--- src/rtl/eve_pkg.sv ---
// ---------------------------------------------------------------------------
// eve_pkg
// Shared definitions for the evolution-PE sequencer:
//   - eve_state_t : sequencer FSM state encoding
//   - ZERO_GENE   : empty gene fed for out-of-range parent beats and bubbles
//   - LFSR_POLY / LFSR_SEED and lfsr_next() for the optional random source
// ---------------------------------------------------------------------------
package eve_pkg;

    typedef enum logic [2:0] {
        S_IDLE   = 3'd0,
        S_SETUP  = 3'd1,
        S_PASS0  = 3'd2,
        S_DRAIN0 = 3'd3,
        S_PASS1  = 3'd4,
        S_DRAIN1 = 3'd5,
        S_FLUSH  = 3'd6,
        S_DONE   = 3'd7
    } eve_state_t;

    localparam logic [63:0] ZERO_GENE = 64'h0;

    // Right-shifting Galois form of x^64+x^63+x^61+x^60+1.
    localparam logic [63:0] LFSR_POLY = 64'hD800_0000_0000_0000;
    localparam logic [63:0] LFSR_SEED = 64'h1;

    function automatic logic [63:0] lfsr_next(input logic [63:0] s);
        return s[0] ? ((s >> 1) ^ LFSR_POLY) : (s >> 1);
    endfunction

endpackage

--- src/rtl/eve_pack_fifo.sv ---
// ---------------------------------------------------------------------------
// eve_pack_fifo
// Packing FIFO: up to three writes per cycle (lanes compacted in order
// d1, d2, d3 -- only the valid ones), one read per cycle.
// Ports:
//   clk, rst          : clock, asynchronous active-high reset
//   i_push_vld[2:0]   : per-lane push strobes
//   i_d1..i_d3        : lane data
//   i_pop             : pop the head entry (ignored when empty)
//   o_head            : head entry
//   o_empty           : no entries stored
//   o_free            : free entries
// The caller guarantees pushes never exceed o_free.
// ---------------------------------------------------------------------------
module eve_pack_fifo #(
    parameter int W     = 64,
    parameter int DEPTH = 16
) (
    input  logic                       clk,
    input  logic                       rst,
    input  logic [2:0]                 i_push_vld,
    input  logic [W-1:0]               i_d1,
    input  logic [W-1:0]               i_d2,
    input  logic [W-1:0]               i_d3,
    input  logic                       i_pop,
    output logic [W-1:0]               o_head,
    output logic                       o_empty,
    output logic [$clog2(DEPTH):0]     o_free
);
    localparam int PW = $clog2(DEPTH);

    logic [W-1:0]  r_mem [DEPTH];
    logic [PW-1:0] r_wr_ptr;
    logic [PW-1:0] r_rd_ptr;
    logic [PW:0]   r_count;
    logic [1:0]    w_off2;
    logic [1:0]    w_off3;
    logic [1:0]    w_npush;
    logic          w_pop;

    // Slot offset of each lane = number of valid lanes before it.
    always_comb begin
        w_off2  = {1'b0, i_push_vld[0]};
        w_off3  = w_off2 + {1'b0, i_push_vld[1]};
        w_npush = w_off3 + {1'b0, i_push_vld[2]};
    end

    assign w_pop   = i_pop && !o_empty;
    assign o_empty = (r_count == '0);
    assign o_free  = (PW+1)'(DEPTH) - r_count;
    assign o_head  = r_mem[r_rd_ptr];

    always_ff @(posedge clk) begin
        if (i_push_vld[0]) r_mem[r_wr_ptr] <= i_d1;
        if (i_push_vld[1]) r_mem[r_wr_ptr + PW'(w_off2)] <= i_d2;
        if (i_push_vld[2]) r_mem[r_wr_ptr + PW'(w_off3)] <= i_d3;
    end

    always_ff @(posedge clk or posedge rst) begin
        if (rst) begin
            r_wr_ptr <= '0;
            r_rd_ptr <= '0;
            r_count  <= '0;
        end else begin
            r_wr_ptr <= r_wr_ptr + PW'(w_npush);
            if (w_pop) r_rd_ptr <= r_rd_ptr + 1'b1;
            r_count  <= r_count + (PW+1)'(w_npush) - (PW+1)'(w_pop);
        end
    end

endmodule

--- src/rtl/eve_sched.sv ---
// ---------------------------------------------------------------------------
// eve_sched
// Sequencer and output collector for one evolution PE. On start: one setup
// cycle loads the probability word, pass 0 streams both parents with
// pe_state=0 (outputs discarded), pass 1 streams them again with pe_state=1
// and packs the PE's 0..3 output genes per beat into the child memory port.
//
// Optional feature macro: EVE_SCHED_LFSR_EN
//   defined   : internal 64-bit Galois LFSR drives pe_random
//   undefined : i_ext_random port exists and drives pe_random directly
//
// Ports:
//   clk, rst                     : clock, asynchronous active-high reset
//   i_start                      : begin a job (ignored while busy)
//   i_cfg_word                   : probability word (sampled at start)
//   i_p1_len, i_p2_len           : parent gene counts (sampled at start)
//   o_pX_rd_en/_addr, i_pX_rd_data : parent memory reads, 1-cycle latency
//   o_pe_setup, o_pe_state       : PE control
//   o_pe_data_in1/2, o_pe_random : PE inputs
//   i_pe_gene_out1..3, i_pe_out_valid : PE outputs
//   o_ch_wr_en/_addr/_data, i_ch_wr_ready : child memory write port
//   o_busy, o_done, o_child_len  : job status
//   i_ext_random                 : external random pack (macro undefined)
// ---------------------------------------------------------------------------
module eve_sched
    import eve_pkg::*;
#(
    parameter int GENE_SZ    = 64,
    parameter int ADDR_SZ    = 10,
    parameter int PE_LAT     = 2,
    parameter int FIFO_DEPTH = 16
) (
    input  logic               clk,
    input  logic               rst,
    input  logic               i_start,
    input  logic [GENE_SZ-1:0] i_cfg_word,
    input  logic [ADDR_SZ-1:0] i_p1_len,
    input  logic [ADDR_SZ-1:0] i_p2_len,
    output logic               o_p1_rd_en,
    output logic               o_p2_rd_en,
    output logic [ADDR_SZ-1:0] o_p1_rd_addr,
    output logic [ADDR_SZ-1:0] o_p2_rd_addr,
    input  logic [GENE_SZ-1:0] i_p1_rd_data,
    input  logic [GENE_SZ-1:0] i_p2_rd_data,
    output logic               o_pe_setup,
    output logic               o_pe_state,
    output logic [GENE_SZ-1:0] o_pe_data_in1,
    output logic [GENE_SZ-1:0] o_pe_data_in2,
    output logic [GENE_SZ-1:0] o_pe_random,
    input  logic [GENE_SZ-1:0] i_pe_gene_out1,
    input  logic [GENE_SZ-1:0] i_pe_gene_out2,
    input  logic [GENE_SZ-1:0] i_pe_gene_out3,
    input  logic [2:0]         i_pe_out_valid,
    output logic               o_ch_wr_en,
    output logic [ADDR_SZ-1:0] o_ch_wr_addr,
    output logic [GENE_SZ-1:0] o_ch_wr_data,
    input  logic               i_ch_wr_ready,
    output logic               o_busy,
    output logic               o_done,
    output logic [ADDR_SZ-1:0] o_child_len
`ifndef EVE_SCHED_LFSR_EN
    ,
    input  logic [GENE_SZ-1:0] i_ext_random
`endif
);
    localparam int CNT_W = $clog2(FIFO_DEPTH) + 1;

    eve_state_t          r_state;
    eve_state_t          w_state_next;
    logic [ADDR_SZ-1:0]  r_n;
    logic [ADDR_SZ-1:0]  r_p1_len;
    logic [ADDR_SZ-1:0]  r_p2_len;
    logic [ADDR_SZ-1:0]  r_beat;
    logic [ADDR_SZ-1:0]  r_wr_addr;
    logic [ADDR_SZ-1:0]  r_child_len;
    logic [GENE_SZ-1:0]  r_cfg;
    logic [PE_LAT:0]     r_vsr;     // bit 0: beat data at PE now; bit PE_LAT: its outputs due
    logic                r_p1_v;
    logic                r_p2_v;

    logic                w_start;
    logic                w_issue;
    logic                w_last;
    logic                w_room;
    logic                w_p1_rd;
    logic                w_p2_rd;
    logic                w_pass1;
    logic                w_accept;
    logic                w_pop;
    logic                w_fifo_empty;
    logic [2:0]          w_push_vld;
    logic [CNT_W-1:0]    w_free;
    logic [GENE_SZ-1:0]  w_fifo_head;
    int                  w_inflight;

    assign w_start = (r_state == S_IDLE) && i_start;
    assign w_last  = (r_beat == r_n - 1'b1);
    assign w_pass1 = (r_state == S_PASS1) || (r_state == S_DRAIN1);

    // Every beat already in flight may still push three genes, so reserve
    // room for all of them plus the candidate beat before issuing.
    always_comb begin
        w_inflight = $countones(r_vsr);
        w_room     = (int'(w_free) >= 3 * (w_inflight + 1));
    end

    always_comb begin
        w_state_next = r_state;
        w_issue      = 1'b0;
        case (r_state)
            S_IDLE:   if (i_start) w_state_next = S_SETUP;
            S_SETUP:  w_state_next = (r_n == '0) ? S_DONE : S_PASS0;
            S_PASS0: begin
                w_issue = 1'b1;
                if (w_last) w_state_next = S_DRAIN0;
            end
            // Leave once only the final tap is set: that beat completes now.
            S_DRAIN0: if (r_vsr[PE_LAT-1:0] == '0) w_state_next = S_PASS1;
            S_PASS1: begin
                w_issue = w_room;
                if (w_room && w_last) w_state_next = S_DRAIN1;
            end
            S_DRAIN1: if (r_vsr[PE_LAT-1:0] == '0) w_state_next = S_FLUSH;
            S_FLUSH:  if (w_fifo_empty) w_state_next = S_DONE;
            S_DONE:   w_state_next = S_IDLE;
            default:  w_state_next = S_IDLE;
        endcase
    end

    assign w_p1_rd      = w_issue && (r_beat < r_p1_len);
    assign w_p2_rd      = w_issue && (r_beat < r_p2_len);
    assign o_p1_rd_en   = w_p1_rd;
    assign o_p2_rd_en   = w_p2_rd;
    assign o_p1_rd_addr = r_beat;
    assign o_p2_rd_addr = r_beat;

    assign o_pe_setup    = (r_state == S_SETUP);
    assign o_pe_state    = w_pass1;
    assign o_pe_data_in1 = r_p1_v ? i_p1_rd_data : GENE_SZ'(ZERO_GENE);
    assign o_pe_data_in2 = (r_state == S_SETUP) ? r_cfg :
                           (r_p2_v ? i_p2_rd_data : GENE_SZ'(ZERO_GENE));

    assign w_accept   = r_vsr[PE_LAT] && w_pass1;
    assign w_push_vld = w_accept ? i_pe_out_valid : 3'b000;
    assign w_pop      = i_ch_wr_ready && !w_fifo_empty;

    assign o_ch_wr_en   = w_pop;
    assign o_ch_wr_addr = r_wr_addr;
    assign o_ch_wr_data = w_fifo_head;
    assign o_busy       = (r_state != S_IDLE);
    assign o_done       = (r_state == S_DONE);
    assign o_child_len  = r_child_len;

    eve_pack_fifo #(
        .W     (GENE_SZ),
        .DEPTH (FIFO_DEPTH)
    ) u_fifo (
        .clk        (clk),
        .rst        (rst),
        .i_push_vld (w_push_vld),
        .i_d1       (i_pe_gene_out1),
        .i_d2       (i_pe_gene_out2),
        .i_d3       (i_pe_gene_out3),
        .i_pop      (w_pop),
        .o_head     (w_fifo_head),
        .o_empty    (w_fifo_empty),
        .o_free     (w_free)
    );

    always_ff @(posedge clk or posedge rst) begin
        if (rst) begin
            r_state     <= S_IDLE;
            r_n         <= '0;
            r_p1_len    <= '0;
            r_p2_len    <= '0;
            r_beat      <= '0;
            r_wr_addr   <= '0;
            r_child_len <= '0;
            r_cfg       <= '0;
            r_vsr       <= '0;
            r_p1_v      <= 1'b0;
            r_p2_v      <= 1'b0;
        end else begin
            r_state <= w_state_next;
            r_vsr   <= {r_vsr[PE_LAT-1:0], w_issue};
            r_p1_v  <= w_p1_rd;
            r_p2_v  <= w_p2_rd;
            if (w_start) begin
                r_cfg       <= i_cfg_word;
                r_p1_len    <= i_p1_len;
                r_p2_len    <= i_p2_len;
                r_n         <= (i_p1_len > i_p2_len) ? i_p1_len : i_p2_len;
                r_beat      <= '0;
                r_wr_addr   <= '0;
                r_child_len <= '0;
            end else begin
                // Beat counter rewinds after the last beat so pass 1 restarts at 0.
                if (w_issue) r_beat <= w_last ? '0 : r_beat + 1'b1;
                if (w_pop)   r_wr_addr <= r_wr_addr + 1'b1;
                // FIFO is empty on entry to DONE, so the write count is final.
                if (w_state_next == S_DONE && r_state != S_DONE)
                    r_child_len <= r_wr_addr;
            end
        end
    end

`ifdef EVE_SCHED_LFSR_EN
    logic [63:0] r_lfsr;

    always_ff @(posedge clk or posedge rst) begin
        if (rst)          r_lfsr <= LFSR_SEED;
        else if (w_start) r_lfsr <= {i_cfg_word[63:40], 40'h1};
        else if (w_issue) r_lfsr <= lfsr_next(r_lfsr);
    end

    assign o_pe_random = GENE_SZ'(r_lfsr);
`else
    assign o_pe_random = i_ext_random;
`endif

endmodule

--- config.mk ---
export PLATFORM = sky130hd
export DESIGN_NAME = eve_sched
export DESIGN_NICKNAME = d
export VERILOG_FILES = /design/src/rtl/eve_pkg.sv /design/src/rtl/eve_pack_fifo.sv /design/src/rtl/eve_sched.sv
export SDC_FILE = /design/constraint.sdc
export NUM_CORES = 2
export LEC_CHECK = 0
export CORE_MARGIN = 4
export CORE_UTILIZATION = 45
export CTS_CLUSTER_SIZE = 24
export DETAILED_ROUTE_END_ITERATION = 12
export GPL_TIMING_DRIVEN = 0
export MAX_ROUTING_LAYER = met4
export PLACE_DENSITY = 0.66
export RECOVER_POWER = 25
export SKIP_CTS_REPAIR_TIMING = 1
export SLEW_MARGIN = 15
export SYNTH_ARGS = -nofsm -noshare
export SYNTH_HDL_FRONTEND = slang
export SYNTH_HIERARCHICAL = 1
export SYNTH_SLANG_ARGS = --single-unit
--- constraint.sdc ---
create_clock -name clk -period 8.1 [get_ports clk]
set_input_delay 1.62 -clock clk [delete_from_list [all_inputs] [get_ports clk]]
set_output_delay 1.62 -clock clk [all_outputs]
set_load 0.02 [all_outputs]
=== Yosys cells after proc, flatten, opt, wreduce, memory -nomap -nowiden ===
Memory sizes are Yosys's and may differ from the RTL's.
Cells that the tools add are included.

* Register bits after elaboration: 145
* Bits in writable memories: 1024
* Bits of input ports: 475
* Output and inout bits: 303
* Logic and storage cells: 90
* Memories kept: 1

* $add $sub $neg: 15
* $mul: 1
* $lt $le $gt $ge: 4
* Equality and inequality tests: 10
* Mux-type cells: 27
* Reductions and logical operators: 18

{| class="wikitable"
|+ Memory list
! name !! depth !! width !! rd ports !! clocked after memory_dff !! wr ports !! line !! RTL
|-
| u_fifo.r_mem || 16 || 64 || 1 || 0 || 3 || eve_pack_fifo.sv:32 || <nowiki>logic [W-1:0] r_mem [DEPTH];</nowiki>
|}

{| class="wikitable"
|+ Operators by type and width
! kind !! number
|-
| $mux 64 || 3
|-
| $mux 10 || 8
|-
| $mux 3 || 8
|-
| $pmux 3 s8 || 1
|-
| $add 10x1->10 const B || 2
|-
| $lt 10x10->1 || 2
|-
| $eq 3x3->1 const B || 5
|-
| $eq 10x10->1 || 1
|-
| $gt 10x10->1 || 1
|-
| $logic_not 10->1 || 1
|-
| $sub 10x1->10 const B || 1
|-
| $add 4x2->4 || 2
|-
| $logic_and 1x1->1 || 8
|-
| $eq 3x2->1 const B || 2
|-
| $ge 5x6->1 || 1
|-
| $mul 2x4->6 const A || 1
|-
| $mux 1 || 6
|-
| $reduce_bool 2->1 || 3
|-
| $add 5x2->5 || 1
|-
| $logic_not 5->1 || 1
|-
| $sub 5x1->5 || 1
|-
| $sub 5x5->5 const A || 1
|-
| $add 1x1->2 || 2
|-
| $add 3x1->4 const B || 1
|-
| other kinds (12) || 12
|}

=== Logic depth before layout (Yosys ltp) ===
* Depth after elaboration: 12
* Gate-level depth with buffers: 18
* Mapped depth without buffers: 16

=== Modules after synthesis ===
Netlist, hierarchy kept.

{| class="wikitable"
|+ Modules (own cells, without submodules)
! module !! times used !! cells an instance !! area an instance (um2) !! seq. area each (um2)
|-
| eve_pack_fifo || 1 || 4100 || 65163.7 || 31074.8
|-
| eve_sched || 1 || 1110 || 8533.2 || 3303.2
|}

=== Worst setup path before layout ===
OpenSTA, ideal clock, no wires.

* Path type: input-to-reg
* Start: input i_pe_out_valid[0]
* End: memory u_fifo.r_mem[12][0], enable pin
* Setup time: 851 ps
* Data arrival time: 5157 ps
* Required time: 7249 ps
* Slack: 2092 ps
* Stages: 11
* Path buffers: 2
* Cells stage by stage: and3_1 > ha_1 > ha_1 > ha_1 > a21oi_4 > xor2_4 > nor2_1 > o21ai_1 > buf_2 > buf_2 > nand3_1

{| class="wikitable"
|+ RTL lines
! element !! line !! RTL
|-
| from (decl) || eve_sched.sv:53 || <nowiki>input logic [2:0] i_pe_out_valid,</nowiki>
|-
| to (decl) || eve_pack_fifo.sv:32 ||
|}

==> reports/metrics.cfg <==
[outcome]
outcome=finished, violations left
violations=max-capacitance violations, max-slew violations

[worst_setup_path]
rr_worst_depth=16
reg2reg_to=u_fifo/r_mem[6][13]
critPathTopFamily=buffers and inverters
cp_num_buf_inv=8
slowest_stage=clkbuf_1
cpMostUsedCell=clkbuf_1
rrSetupSlack_ps=1380
cp-endpoint=u_fifo/r_mem[6][13]
r2r-start=r_state[2]
crit_fanout=12
crit_chain=dlygate4sd3_1 -> and3_1 -> ha_1 -> ha_1 -> a21oi_1 -> a311o_1 -> clkbuf_1 -> nor4_1 -> clkbuf_1 -> clkbuf_1 -> nand3b_1 -> buf_16 -> buf_8 -> buf_16 -> buf_8
crit_type=primary input to flip-flop
startpoint=i_pe_out_valid[0]
cp.depth=15
crit_arrival_ps=7520
required_ps=8560
startpoint_type=primary input
cpPeakStageDelay_ps=1080
worstSetupEndpointType=flip-flop

[floorplanning]
ios=778
rows=148
fp.dieArea_mm2=0.1703
coreArea_mm2=0.1628
dieHeight_um=412.7
die_w_um=412.7
initial_utilization_pct=45.28

[timing]
min_period_over_period_pct=87.08
tightest_slew_ps=2971
finalSetupViolCount=0
clock_skew_ps=31.15
timing.hold.ws_ps=476.6
max_freq_ghz=0.1418
slew_viol_final=83
tns_ps=0
hold_viol_final=0
grt_setup_unrepaired=no
fin_crit_ps=7053
slew-limit-headroom_pct=-99.17

[global_routing]
grt_pass1_wl_um=377400
grt_overflow=0
grt_pass1_vias=51427
antenna_found_initial=54
grt_max_degree=73
grt_use_total_pct=31.72

[clock_network]
max-clock-path-buffers=3
clk_latency_ps=790
cts.htree.levels=4
clkTransAtPathRegs_ps=60
cts_tree=yes
clock-sinks=1169
root_buffer=clkbuf_16
cts_buffers=137

[power]
switching_share_pct=35.54
p_sw_mw=8.226
p_leak_nw=31.47
powerDensity_mw_per_mm2=259.1
p_int_mw=14.92
clkPwrFrac_pct=27.2
combPwrFrac_pct=40.5
irDropWorstVdd_mv=0.2737
pwr-share-seq_pct=32.3

[drt]
drt-initial-drc-count=4691
vias=50524
dr.pass1.iters=6
viasPerCell=5.964
routedWlPerCell_um=31.68
drt_wl_total_um=268300
drc=0
ant_nets=0

[yosys]
syn_area_per_cell_um2=14.15
ys_top_cells_by_area=edfxtp_1, mux2_2, mux4_2
yosysTopAreaCellShare_pct=41.72
synth_cell_types=69
synth_fp_nets=5749
synth_seq_cells=1169
synthCells=5210
ys_seq_area_share_pct=46.65
yosys.area.top_type=edfxtp_1
yosys_most_used_dff=edfxtp_1
yosys_warnings=6
synth-edff-count=1024
synth-async-reset-ratio_pct=12.40
synth_area_mm2=0.07370

[placement]
port_buffers=713
place_inst=8170
hpwl_um=196600
gp_congestion=0.9769

[final_layout]
fin_cells=8471
multiInputGateArea_mm2=0.03575
nNetsFinal=6673
final_layout_size_suffix_gt1_share_pct=45.95
regArea_mm2=0.03438
area_delta_synth_final_pct=21.22
fillers=13417

[flow_run]
drv_cap=4

[hold_path]
hold_path.class=flip-flop to flip-flop

[logic make-up (layout without fill, tap and decap cells)]
| logic type | count (synthesis) | in the layout | synth area share (%) |
|---|---|---|---|
| AO/OA/AOI/OAI | 212 | 212 | 1.652 |
| XOR/XNOR | 41 | 41 | 0.5229 |
| adder cells (fa/ha/maj) | 64 | 64 | 1.138 |
| buffers and inverters | 708 | 1746 | 4.874 |
| flip-flops | 1169 | 1169 | 46.65 |
| multiplexers | 2369 | 2369 | 41.09 |
| other | 0 | 48 | 0 |
| AND/OR/NAND/NOR | 647 | 647 | 4.078 |
[cell usage in the layout, fill, tap and decap left out, drive strengths merged, types with 16 or more instances in the layout]
cell           count
nand3b            16
xnor2             30
diode             48
mux4             320
clkinv            58
nor2              60
mux2            2049
nand2            378
and2              69
a21oi             41
dfrtp            145
clkbuf           500
buf              382
nor3              26
nand3             33
edfxtp          1024
o21ai            121
ha                59
dlygate4sd3      148
inv               78
clkdlybuf4s50    565
[metal layers]
| layer | share of wire [%] | GRT usage [%] | vias to the layer above |
|---|---|---|---|
| met3 | 9.1 | 8.319 | 531 |
| met2 | 48 | 50.84 | 2331 |
| met1 | 38 | 38.42 | 25904 |
| met4 | 4.1 | 12.40 | 0 |
| li1 | - | - | 21758 |
| met5 | 0 | - | - |
[metrics by stage]
stage | total power [mW] | setup slack (ps) | instance area (µm²) | util (%)
floorplan | 13.00 | 2092 | 73700 | -
global placement | 16.85 | -2188 | 83560 | 51.33
detailed placement | 16.96 | 1567 | 84890 | 52.15
CTS | 23.29 | 1410 | 89380 | 54.91
global route | 23.98 | 1110 | 89310 | 54.87
finish | 23.14 | 1047 | 89330 | 54.88
[area by class of cell]
cell class                      instances  share of cell area [%]
Multi-Input combinational cell       3333                   40.02
Sequential cell                      1169                   38.48
Timing Repair Buffer                  785                   9.355
Clock buffer                          174                   4.143
Buffer                                636                   3.630
Tap cell                             2175                   3.046
Clock inverter                         79                  0.8838
Inverter                               72                  0.3053
Antenna cell                           48                  0.1345
[synth_stat cells (26+ instances only)]
library cell	number
mux2_2	1957
edfxtp_1	1024
nand2_1	378
mux4_2	320
clkbuf_1	292
buf_2	158
dfrtp_1	145
buf_4	134
o21ai_0	112
mux2_1	92
inv_1	70
and2_1	68
ha_1	59
nor2_1	59
a21oi_1	40
nand3_1	33
buf_6	31
xnor2_1	29
nor3_1	26
[worst min-delay path by stage]
stage               from         to  cells past startpoint
2_1_floorplan   r_vsr[0]   r_vsr[1]                      0
3_3_place_gp    r_cfg[7]   r_cfg[7]                      2
3_5_place_dp   r_cfg[11]  r_cfg[11]                      2
4_1_cts        r_cfg[11]  r_cfg[11]                      2
5_1_grt        r_cfg[12]  r_cfg[12]                      2
6_report        r_cfg[2]   r_cfg[2]                      2
[flip-flops by register name, summed over array words and instances (netlist names), 4 cells and up]
signal	cells
o_ch_wr_addr	10
o_child_len	10
o_p1_rd_addr	10
r_cfg	64
r_n	10
r_p1_len	10
r_p2_len	10
u_fifo/r_count	5
u_fifo/r_mem	1024
u_fifo/r_rd_ptr	4
u_fifo/r_wr_ptr	4
[power by group through the flow]
stage	clock, mW	combinational (mW)	sequential [mW]
floorplan	0	5.46	7.54
global placement	0	9.22	7.64
detailed placement	0	9.38	7.59
CTS	6.39	9.43	7.47
global route	6.64	9.82	7.52
finish	6.28	9.38	7.48
[worst min-delay path, delay by kind of cell (launching register included)]
family | cells | cell delay (ps)
DFF | 1 | 340
and+or+nand+nor | 2 | 110
(Power assumes the default switching activity.)
